--- src/rtl/bus_types_pkg.sv ---
// Shared bus structures between the fetch/dispatch sequencer, memory and register file.
package bus_types_pkg;

   typedef struct packed {
      logic [31:0] address;
      logic [31:0] offset;
      logic [31:0] data;
      logic [1:0]  mode;
   } mem_in_bus_t;

   typedef struct packed {
      logic [2:0]  sel;
      logic [31:0] data;
      logic        mode;
   } reg_in_bus_t;

endpackage

--- src/rtl/fetch_dispatch_unit_pkg.sv ---
// Opcode encoding, instruction field positions and sequencer states for fetch_dispatch_unit.
package fetch_dispatch_unit_pkg;

   typedef enum logic [3:0] {
      OP_CMOV     = 4'd0,
      OP_AINDEX   = 4'd1,
      OP_AAMEND   = 4'd2,
      OP_ADD      = 4'd3,
      OP_MUL      = 4'd4,
      OP_DIV      = 4'd5,
      OP_NAND     = 4'd6,
      OP_HALT     = 4'd7,
      OP_ALLOC    = 4'd8,
      OP_ABANDON  = 4'd9,
      OP_OUTPUT   = 4'd10,
      OP_INPUT    = 4'd11,
      OP_LOADPROG = 4'd12,
      OP_ORTHO    = 4'd13
   } op_t;

   localparam int OP_LSB      = 28;
   localparam int A_LSB       = 6;
   localparam int B_LSB       = 3;
   localparam int C_LSB       = 0;
   localparam int ORTHO_A_LSB = 25;
   localparam int ORTHO_VAL_W = 25;

   typedef enum logic [3:0] {
      S_FETCH_REQ,
      S_FETCH_WAIT,
      S_DECODE,
      S_EXECUTE,
      S_LP_SEL,
      S_LP_LATCH,
      S_ORTHO,
      S_HALTED,
      S_FAULT
   } fetch_state_t;

   function automatic logic [3:0] field_op(input logic [31:0] w);
      return w[OP_LSB +: 4];
   endfunction

endpackage

--- src/rtl/fetch_dispatch_unit_exec_watchdog.sv ---
// Counts cycles spent in EXECUTE; expired flags the cycle in which the count reaches WATCHDOG_CYCLES.
module fetch_dispatch_unit_exec_watchdog #(
   parameter int unsigned WATCHDOG_CYCLES = 0
) (
   input  logic clk,
   input  logic r_n,
   input  logic clear,
   input  logic enable,
   output logic expired
);

   logic [31:0] count_q, count_d;

   always_comb begin
      count_d = count_q;
      if (clear) begin
         count_d = '0;
      end else if (enable) begin
         count_d = count_q + 32'd1;
      end
   end

   always_ff @(posedge clk or negedge r_n) begin
      if (!r_n) begin
         count_q <= '0;
      end else begin
         count_q <= count_d;
      end
   end

   // count_q + 1 includes the current cycle, so expiry lands on the Nth EXECUTE cycle.
   assign expired = (WATCHDOG_CYCLES != 0) && enable && ((count_q + 32'd1) == WATCHDOG_CYCLES);

endmodule

--- src/rtl/fetch_dispatch_unit.sv ---
// Fetches and decodes instruction words, sequences the per-opcode execution FSMs,
// and executes orthography and the PC half of load-program locally.
module fetch_dispatch_unit
   import bus_types_pkg::*;
   import fetch_dispatch_unit_pkg::*;
#(
   parameter logic [31:0] PC_RESET        = 32'h0,
   parameter int unsigned WATCHDOG_CYCLES = 0
) (
   input  logic        clk,
   input  logic        r_n,
   input  logic [31:0] mem_data_out_bus,
   input  logic [31:0] reg_out_bus,
   input  logic        exec_finished,
   output mem_in_bus_t mem_in,
   output reg_in_bus_t reg_in,
   output logic        fetch_owns_bus,
   output logic [3:0]  exec_op,
   output logic [2:0]  regA,
   output logic [2:0]  regB,
   output logic [2:0]  regC,
   output logic        exec_r,
   output logic [31:0] pc,
   output logic [31:0] retired,
   output logic        halted,
   output logic        fault
);

   fetch_state_t state_q, state_d;
   logic [31:0]  pc_q, pc_d;
   logic [31:0]  instr_q, instr_d;
   logic [31:0]  retired_q, retired_d;
   logic         halted_q, halted_d;
   logic         fault_q, fault_d;
   logic [3:0]   op_q, op_d;
   logic [2:0]   rega_q, rega_d, regb_q, regb_d, regc_q, regc_d;
   logic         wd_clear, wd_enable, wd_expired;
   logic [3:0]   dec_op;

   assign dec_op = field_op(instr_q);

   fetch_dispatch_unit_exec_watchdog #(
      .WATCHDOG_CYCLES(WATCHDOG_CYCLES)
   ) u_watchdog (
      .clk     (clk),
      .r_n     (r_n),
      .clear   (wd_clear),
      .enable  (wd_enable),
      .expired (wd_expired)
   );

   always_comb begin
      state_d   = state_q;
      pc_d      = pc_q;
      instr_d   = instr_q;
      retired_d = retired_q;
      halted_d  = halted_q;
      fault_d   = fault_q;
      op_d      = op_q;
      rega_d    = rega_q;
      regb_d    = regb_q;
      regc_d    = regc_q;
      mem_in    = '0;
      reg_in    = '0;
      wd_clear  = 1'b1;
      wd_enable = 1'b0;
      case (state_q)
         S_FETCH_REQ: begin
            mem_in.offset = pc_q;
            state_d       = S_FETCH_WAIT;
         end
         S_FETCH_WAIT: begin
            mem_in.offset = pc_q;
            instr_d       = mem_data_out_bus;
            state_d       = S_DECODE;
         end
         S_DECODE: begin
            op_d   = dec_op;
            rega_d = instr_q[A_LSB +: 3];
            regb_d = instr_q[B_LSB +: 3];
            regc_d = instr_q[C_LSB +: 3];
            pc_d   = pc_q + 32'd1;
            case (dec_op)
               OP_HALT: begin
                  halted_d  = 1'b1;
                  retired_d = retired_q + 32'd1;
                  state_d   = S_HALTED;
               end
               OP_ORTHO:     state_d = S_ORTHO;
               4'd14, 4'd15: begin
                  fault_d = 1'b1;
                  state_d = S_FAULT;
               end
               default:      state_d = S_EXECUTE;
            endcase
         end
         S_EXECUTE: begin
            wd_clear  = 1'b0;
            wd_enable = 1'b1;
            // finished takes priority over a same-cycle watchdog expiry
            if (exec_finished) begin
               if (op_q == OP_LOADPROG) begin
                  state_d = S_LP_SEL;
               end else begin
                  retired_d = retired_q + 32'd1;
                  state_d   = S_FETCH_REQ;
               end
            end else if (wd_expired) begin
               fault_d = 1'b1;
               state_d = S_FAULT;
            end
         end
         S_LP_SEL: begin
            reg_in.sel = regc_q;
            state_d    = S_LP_LATCH;
         end
         S_LP_LATCH: begin
            pc_d      = reg_out_bus;
            retired_d = retired_q + 32'd1;
            state_d   = S_FETCH_REQ;
         end
         S_ORTHO: begin
            reg_in.sel  = instr_q[ORTHO_A_LSB +: 3];
            reg_in.data = {{(32 - ORTHO_VAL_W){1'b0}}, instr_q[ORTHO_VAL_W-1:0]};
            reg_in.mode = 1'b1;
            retired_d   = retired_q + 32'd1;
            state_d     = S_FETCH_REQ;
         end
         S_HALTED: state_d = S_HALTED;
         S_FAULT:  state_d = S_FAULT;
         default:  state_d = S_FETCH_REQ;
      endcase
   end

   always_ff @(posedge clk or negedge r_n) begin
      if (!r_n) begin
         state_q   <= S_FETCH_REQ;
         pc_q      <= PC_RESET;
         instr_q   <= '0;
         retired_q <= '0;
         halted_q  <= 1'b0;
         fault_q   <= 1'b0;
         op_q      <= '0;
         rega_q    <= '0;
         regb_q    <= '0;
         regc_q    <= '0;
      end else begin
         state_q   <= state_d;
         pc_q      <= pc_d;
         instr_q   <= instr_d;
         retired_q <= retired_d;
         halted_q  <= halted_d;
         fault_q   <= fault_d;
         op_q      <= op_d;
         rega_q    <= rega_d;
         regb_q    <= regb_d;
         regc_q    <= regc_d;
      end
   end

   // Execution FSMs only run, and only own the buses, while EXECUTE is active.
   assign exec_r         = (state_q != S_EXECUTE);
   assign fetch_owns_bus = (state_q != S_EXECUTE);
   assign exec_op        = op_q;
   assign regA           = rega_q;
   assign regB           = regb_q;
   assign regC           = regc_q;
   assign pc             = pc_q;
   assign retired        = retired_q;
   assign halted         = halted_q;
   assign fault          = fault_q;

endmodule

--- config.mk ---
export PLATFORM = sky130hd
export DESIGN_NAME = fetch_dispatch_unit
export DESIGN_NICKNAME = d
export VERILOG_FILES = /design/src/rtl/bus_types_pkg.sv /design/src/rtl/fetch_dispatch_unit_pkg.sv /design/src/rtl/fetch_dispatch_unit_exec_watchdog.sv /design/src/rtl/fetch_dispatch_unit.sv
export SDC_FILE = /design/constraint.sdc
export NUM_CORES = 1
export LEC_CHECK = 0
export CAP_MARGIN = 20
export CORE_ASPECT_RATIO = 1.75
export CORE_UTILIZATION = 38
export DETAILED_ROUTE_END_ITERATION = 10
export GPL_ROUTABILITY_DRIVEN = 1
export PLACE_DENSITY = 0.82
export SYNTH_ARGS = -nofsm -noshare
export SYNTH_HDL_FRONTEND = slang
export SYNTH_SLANG_ARGS = --single-unit
export TNS_END_PERCENT = 100
--- constraint.sdc ---
create_clock -name clk -period 1.95 [get_ports clk]
set_input_delay 0.195 -clock clk [delete_from_list [all_inputs] [get_ports clk]]
set_output_delay 0.195 -clock clk [all_outputs]
set_load 0.005 [all_outputs]
### Word level (Yosys, flattened, before mapping)

Index checks and enable logic that the tools add are counted.

| word-level totals | value |
|---|---|
| input port bits | 67 |
| register bits after elaboration | 115 |
| output and inout port bits | 215 |

| cells by class | value |
|---|---|
| eq/ne operators | 17 |
| add/sub/neg operators | 2 |
| reduce and logical (&&, ||, !) cells | 9 |
| multiplexer cells | 12 |

Operators by type and width:

| cell | count |
|---|---|
| 32-bit two-way mux | 4 |
| 32-bit one-hot mux with 3 select lines | 1 |
| 32-bit by 1-bit adder with 32-bit output (second input constant) | 2 |
| 32-bit one-hot mux with 2 select lines | 1 |
| 4-bit one-hot mux with 7 select lines | 1 |
| 26-bit two-way mux | 1 |
| 4-bit by 3-bit == test with 1-bit output (second input constant) | 5 |
| 4-bit == test (second input constant) | 5 |
| 4-bit one-hot mux with 3 select lines | 1 |
| 4-bit by 2-bit == test with 1-bit output (second input constant) | 2 |
| 2-bit != test (second input constant) | 3 |
| 3-bit one-hot mux with 2 select lines | 1 |
| 2-bit OR reduction | 3 |
| 4-bit by 1-bit == test with 1-bit output (second input constant) | 1 |
| 4-bit logical NOT | 1 |
| 4-bit two-way mux | 1 |
| 4-bit by 2-bit != test with 1-bit output (second input constant) | 1 |
| 2-bit AND reduction | 2 |
| 4-bit AND reduction | 1 |
| 3-bit two-way mux | 1 |
| 3-bit nonzero test | 1 |
| 2-bit nonzero test | 1 |

### Depth between registers and ports, before layout

| depth | value |
|---|---|
| word-level depth | 4 |
| depth in mapped cells | 8 |
| gate-level depth less buffers | 5 |

### By module

Synthesis repeated with hierarchy kept, for this count alone.

| unflattened totals | value |
|---|---|
| cell total of the unflattened synthesis | 675 |
| area, all modules | 6470.0 µm² |

Modules (own cells, without submodules):

| module | seq. area each (µm²) | cells an instance | area each (µm²) | times used |
|---|---|---|---|---|
| fetch_dispatch_unit | 2877.8 | 673 | 6458.7 | 1 |
| fetch_dispatch_unit_exec_watchdog | 0.0 | 2 | 11.3 | 1 |

### Worst setup path after synthesis

OpenSTA, ideal clock, no wires.

| path | value |
|---|---|
| path kind | reg2reg |
| from | register state_q[2] |
| to | register pc_q[25] (netlist: pc[25]) |
| arrival | 1.869 ns |
| buffers on the path | 3 |
| slack | -0.051 ns |
| period minus slack after synthesis | 2.001 ns |
| cell stages (with the launch flop) | 9 |
| cell sequence | dfrtp_1 > buf_6 > or4b_4 > buf_6 > or2_1 > buf_6 > nor4_2 > xnor2_1 > o21ai_2 |

| on the way | value |
|---|---|
| cells in the longest elaborated chain, start to end | 2 |
| elaborated cells between the ends (all ways) | 4 |
| those cells by class | eq/ne (2); mux (1); reduce/logical (1) |

RTL lines:

| item | RTL line | source |
|---|---|---|
| start, declared | fetch_dispatch_unit.sv:29 | `fetch_state_t state_q, state_d;` |
| start signal, assigned | fetch_dispatch_unit.sv:148 | `state_q <= state_d;` |
| 4-bit by 3-bit == test with 1-bit output or 4-bit by 2-bit == test with 1-bit output (tied branches) | fetch_dispatch_unit.sv:67 | `case (state_q)` |
| 32-bit one-hot mux with 2 select lines or 2-bit nonzero test (tied branches) | -- |  |
| end signal, assigned | fetch_dispatch_unit.sv:149 | `pc_q <= pc_d;` |
| end, declared | fetch_dispatch_unit.sv:30 | `logic [31:0] pc_q, pc_d;` |

Several ways; a longest one is shown, not always the timed one.
A chain may end at the register's enable or synchronous reset.

### Worst setup path in the final report

| path | value |
|---|---|
| from | register state_q[2] |
| to | output port exec_r |

| on the way | value |
|---|---|
| cells in the longest elaborated chain, start to end | 1 |

RTL lines:

| item | RTL line | source |
|---|---|---|
| 4-bit by 2-bit != test with 1-bit output | fetch_dispatch_unit.sv:162 | `assign exec_r = (state_q != S_EXECUTE);` |
| end, declared | fetch_dispatch_unit.sv:22 | `output logic exec_r,` |

No other way between the ends.

==> impl_results.md <==
- Status: finished with violations
- Failing checks: negative setup slack
- Root Driver: clkbuf_16
- Site Rows: 62
- Area share of the largest cell type after synthesis: 0.4543
- Post-Syn Instances: 636
- CP max stage delay: 480 ps
- Area of the core: 0.01637 sq mm
- Tot GR Track Use: 0.2071
- Peak Freq: 505.5 MHz
- Hpwl dp: 12390 microns
- Die width: 99.60 microns
- Cell Count, Final, Fillers Out: 1137
- Cell Pwr Density: 601.6 mW/mm^2
- Maxcap violations: 0
- P&R area growth vs syn: 52.89%
- EDFF count, synth: 0
- DR WL/cell: 16.07 microns
- Synth Area per Inst: 9.960 sq um
- R2R cell count: 6
- WP depth: 5
- Startpoint types: flip-flop
- Global-route wire length before repair: 27630 microns
- Initial antenna violation count: 1
- Final core occ: 0.5917
- Count of TritonRoute iterations in the first routing pass: 4
- Layout cells sized above 1: 0.2423
- 1st-iter DRT viols: 126
- CTS buffer count: 17
- Chip Height: 172.8 microns
- CP max FO: 5
- Worst EP arrival: 1780 ps
- Pre-CTS WS: -25.97 ps
- Largest cells by area after synthesis: dfrtp_1 (45%), buf_4 (8.9%), xnor2_1 (7.3%)
- Layout net count: 968
- Tcrit/Tclk final: 1.014
- Setup WS post-layout: -28.27 ps
- Synth Register Bits: 115
- Post-synth top flop: dfrtp_1
- Longest Clk Path Bufs: 2
- Slew Limit Fails: 0
- Clock Latency Late Sink: 410 ps
- Final routed DRC violation total: 0
- Max rail drop VDD: 484.1 uV
- H-tree depth: 4
- Yosys top cell by area: dfrtp_1
- Min Tclk post-route: 1978 ps
- Path type of the worst setup path: flip-flop to output pin
- Leakage: 4.494 nW
- Crit. End Element: output pin
- Async S/R FF share, synth: 1.000
- Placed Instances: 1078
- RD Place Congestion: 0.8120
- Clock skew: 10.91 ps
- IO Port Bufs: 208
- HP Class: primary input to asynchronous set/reset pin
- Fill cells: 1368
- Buf+Inv Stages, Crit Path: 4
- Largest net degree at the start of global routing: 55
- CP max-delay cell: dfrtp_2
- Ys Warns: 0
- Die ar.: 0.01721 sq mm
- Mapped cell area: 0.006335 sq mm
- Setup violators final: 3
- Final WL: 18270 microns
- Crit path cell chain: buf_6, and4bb_1, buf_4, inv_1, dlygate4sd2_1
- Vias in the first global route: 5243
- # IOs: 282
- Crit path max-delay family: buffers and inverters
- RSZ-0062 raised after global routing: true
- Initial Utilization: 0.3870
- Vias after detailed routing: 5354
- Via/cell ratio: 4.709
- Gr ovfl total: 0
- Unique masters post-synth: 51
- Sequential-to-total area share from yosys stat: 0.4543
- Worst Path Required: 1750 ps
- CTS tree: yes
- Final hold violation count: 0
- Clk slew on worst S/H paths: 60 ps
- CTS Sinks: 115
- Final ANT Viol Nets: 0
- R2R Setup Slk: -10 ps
==> cell usage in the layout, fill, tap and decap left out, types with 14 or more instances in the layout <==
cell type,Yosys,final
nand2_1,87,87
conb_1,1,73
buf_4,75,37
xnor2_1,53,53
buf_6,3,25
o21ai_1,21,21
clkbuf_2,0,38
dfrtp_1,115,112
nand3_1,25,25
clkbuf_16,0,21
mux2_1,21,21
clkdlybuf4s50_1,0,144
nor2_1,17,14
and2_1,60,45
and2_4,0,15
==> cell type report <==
type,instances,area (sq um),area share
clock buffers,17,425.4,0.04392
inverters,7,26.28,0.002713
repair buffers,274,2638,0.2723
flip-flops and latches,115,2882,0.2975
clock inverters,15,171.4,0.01770
multi-input cells,484,3261,0.3366
diodes,1,2.502,0.0002584
well taps,224,280.3,0.02894
==> timing repair <==
item | in CTS | in global routing
buffers inserted | 8 | 13
pin swaps | 5 | 18
setup endpoints to repair | 72 | 90
gates resized for setup | 126 | 133
endpoints found under the hold margin | 46 | 0
cloned | 3 | 5
hold buffers | 1 | 0
==> sequential cells by signal, summed over array words and instances, names as in the netlist, 3 cells and up <==
signal	flops
pc	32
retired	32
instr_q	32
state_q	4
exec_op	4
regC	3
regB	3
regA	3
==> worst paths after layout <==
path | startpoint | end
min in group clk | reg_out_bus[10] | pc[10]
setup reg to reg | state_q[3] | pc[25]
max in group asynchronous | r_n | state_q[1]
hold reg to reg | regB[2] | regB[2]
hold / removal | r_n | retired[31]
setup / recovery | state_q[2] | exec_r
==> kinds of logic (layout without fill, tap and decap cells) <==
family / count (synthesis) / in the layout / synth area share
other cells: 1 / 74 / 0.0005920
simple gates: 263 / 264 / 0.2285
xor+xnor: 58 / 58 / 0.08019
buf+inv: 110 / 313 / 0.1150
compound gates: 48 / 48 / 0.04919
mux: 39 / 39 / 0.06834
flops: 115 / 115 / 0.4543
fa+ha+maj: 2 / 2 / 0.003950
==> report_power, final <==
group | internal (mW) | switching (mW) | leakage (nW) | total (mW)
logic | 0.136 | 0.111 | 2.76 | 0.247
clock network | 1.92 | 1.27 | 0.285 | 3.19
registers | 2.39 | 0.00151 | 1.45 | 2.39
==> stage by stage <==
step	cell area [sq um]	hold slack [ps]	setup TNS [ps]	total power, mW
detailed placement	8736	92.39	-101.6	2.680
floorplan	6658	-100.6	-223.6	2.581
finish	9686	211.7	-51.76	5.826
global route	9686	219.7	-1099	6.025
global placement	8736	94.40	0	2.679
CTS	9399	200.4	-1543	5.888
==> layer usage <==
metal  GRT usage  share of wire
met2      0.3961           0.57
met4     0.07353          0.018
met5           0              0
met3     0.04446          0.049
met1      0.2167           0.36
==> synth_stat cells, types with 2 or more instances <==
master    count
nand2b_1      4
and2_1       60
nor4_1        4
ha_1          2
dfrtp_1     115
nor2_1       17
mux2_2       13
nand3_1      25
a311oi_1      2
buf_2         9
nand2_1      87
nor3_1       15
o21ai_0       2
buf_6         3
o21ai_1      21
and3_1       14
xor2_1        5
clkbuf_1     16
o22a_1        2
mux2i_1       5
buf_4        75
nor4_2        5
nor3_2        4
a211oi_1      3
nand4_1      13
inv_1         7
a21oi_1       4
o21ai_2       3
xnor2_1      53
mux2_1       21
and4_1        7
Power figures use the tool's default switching activity.
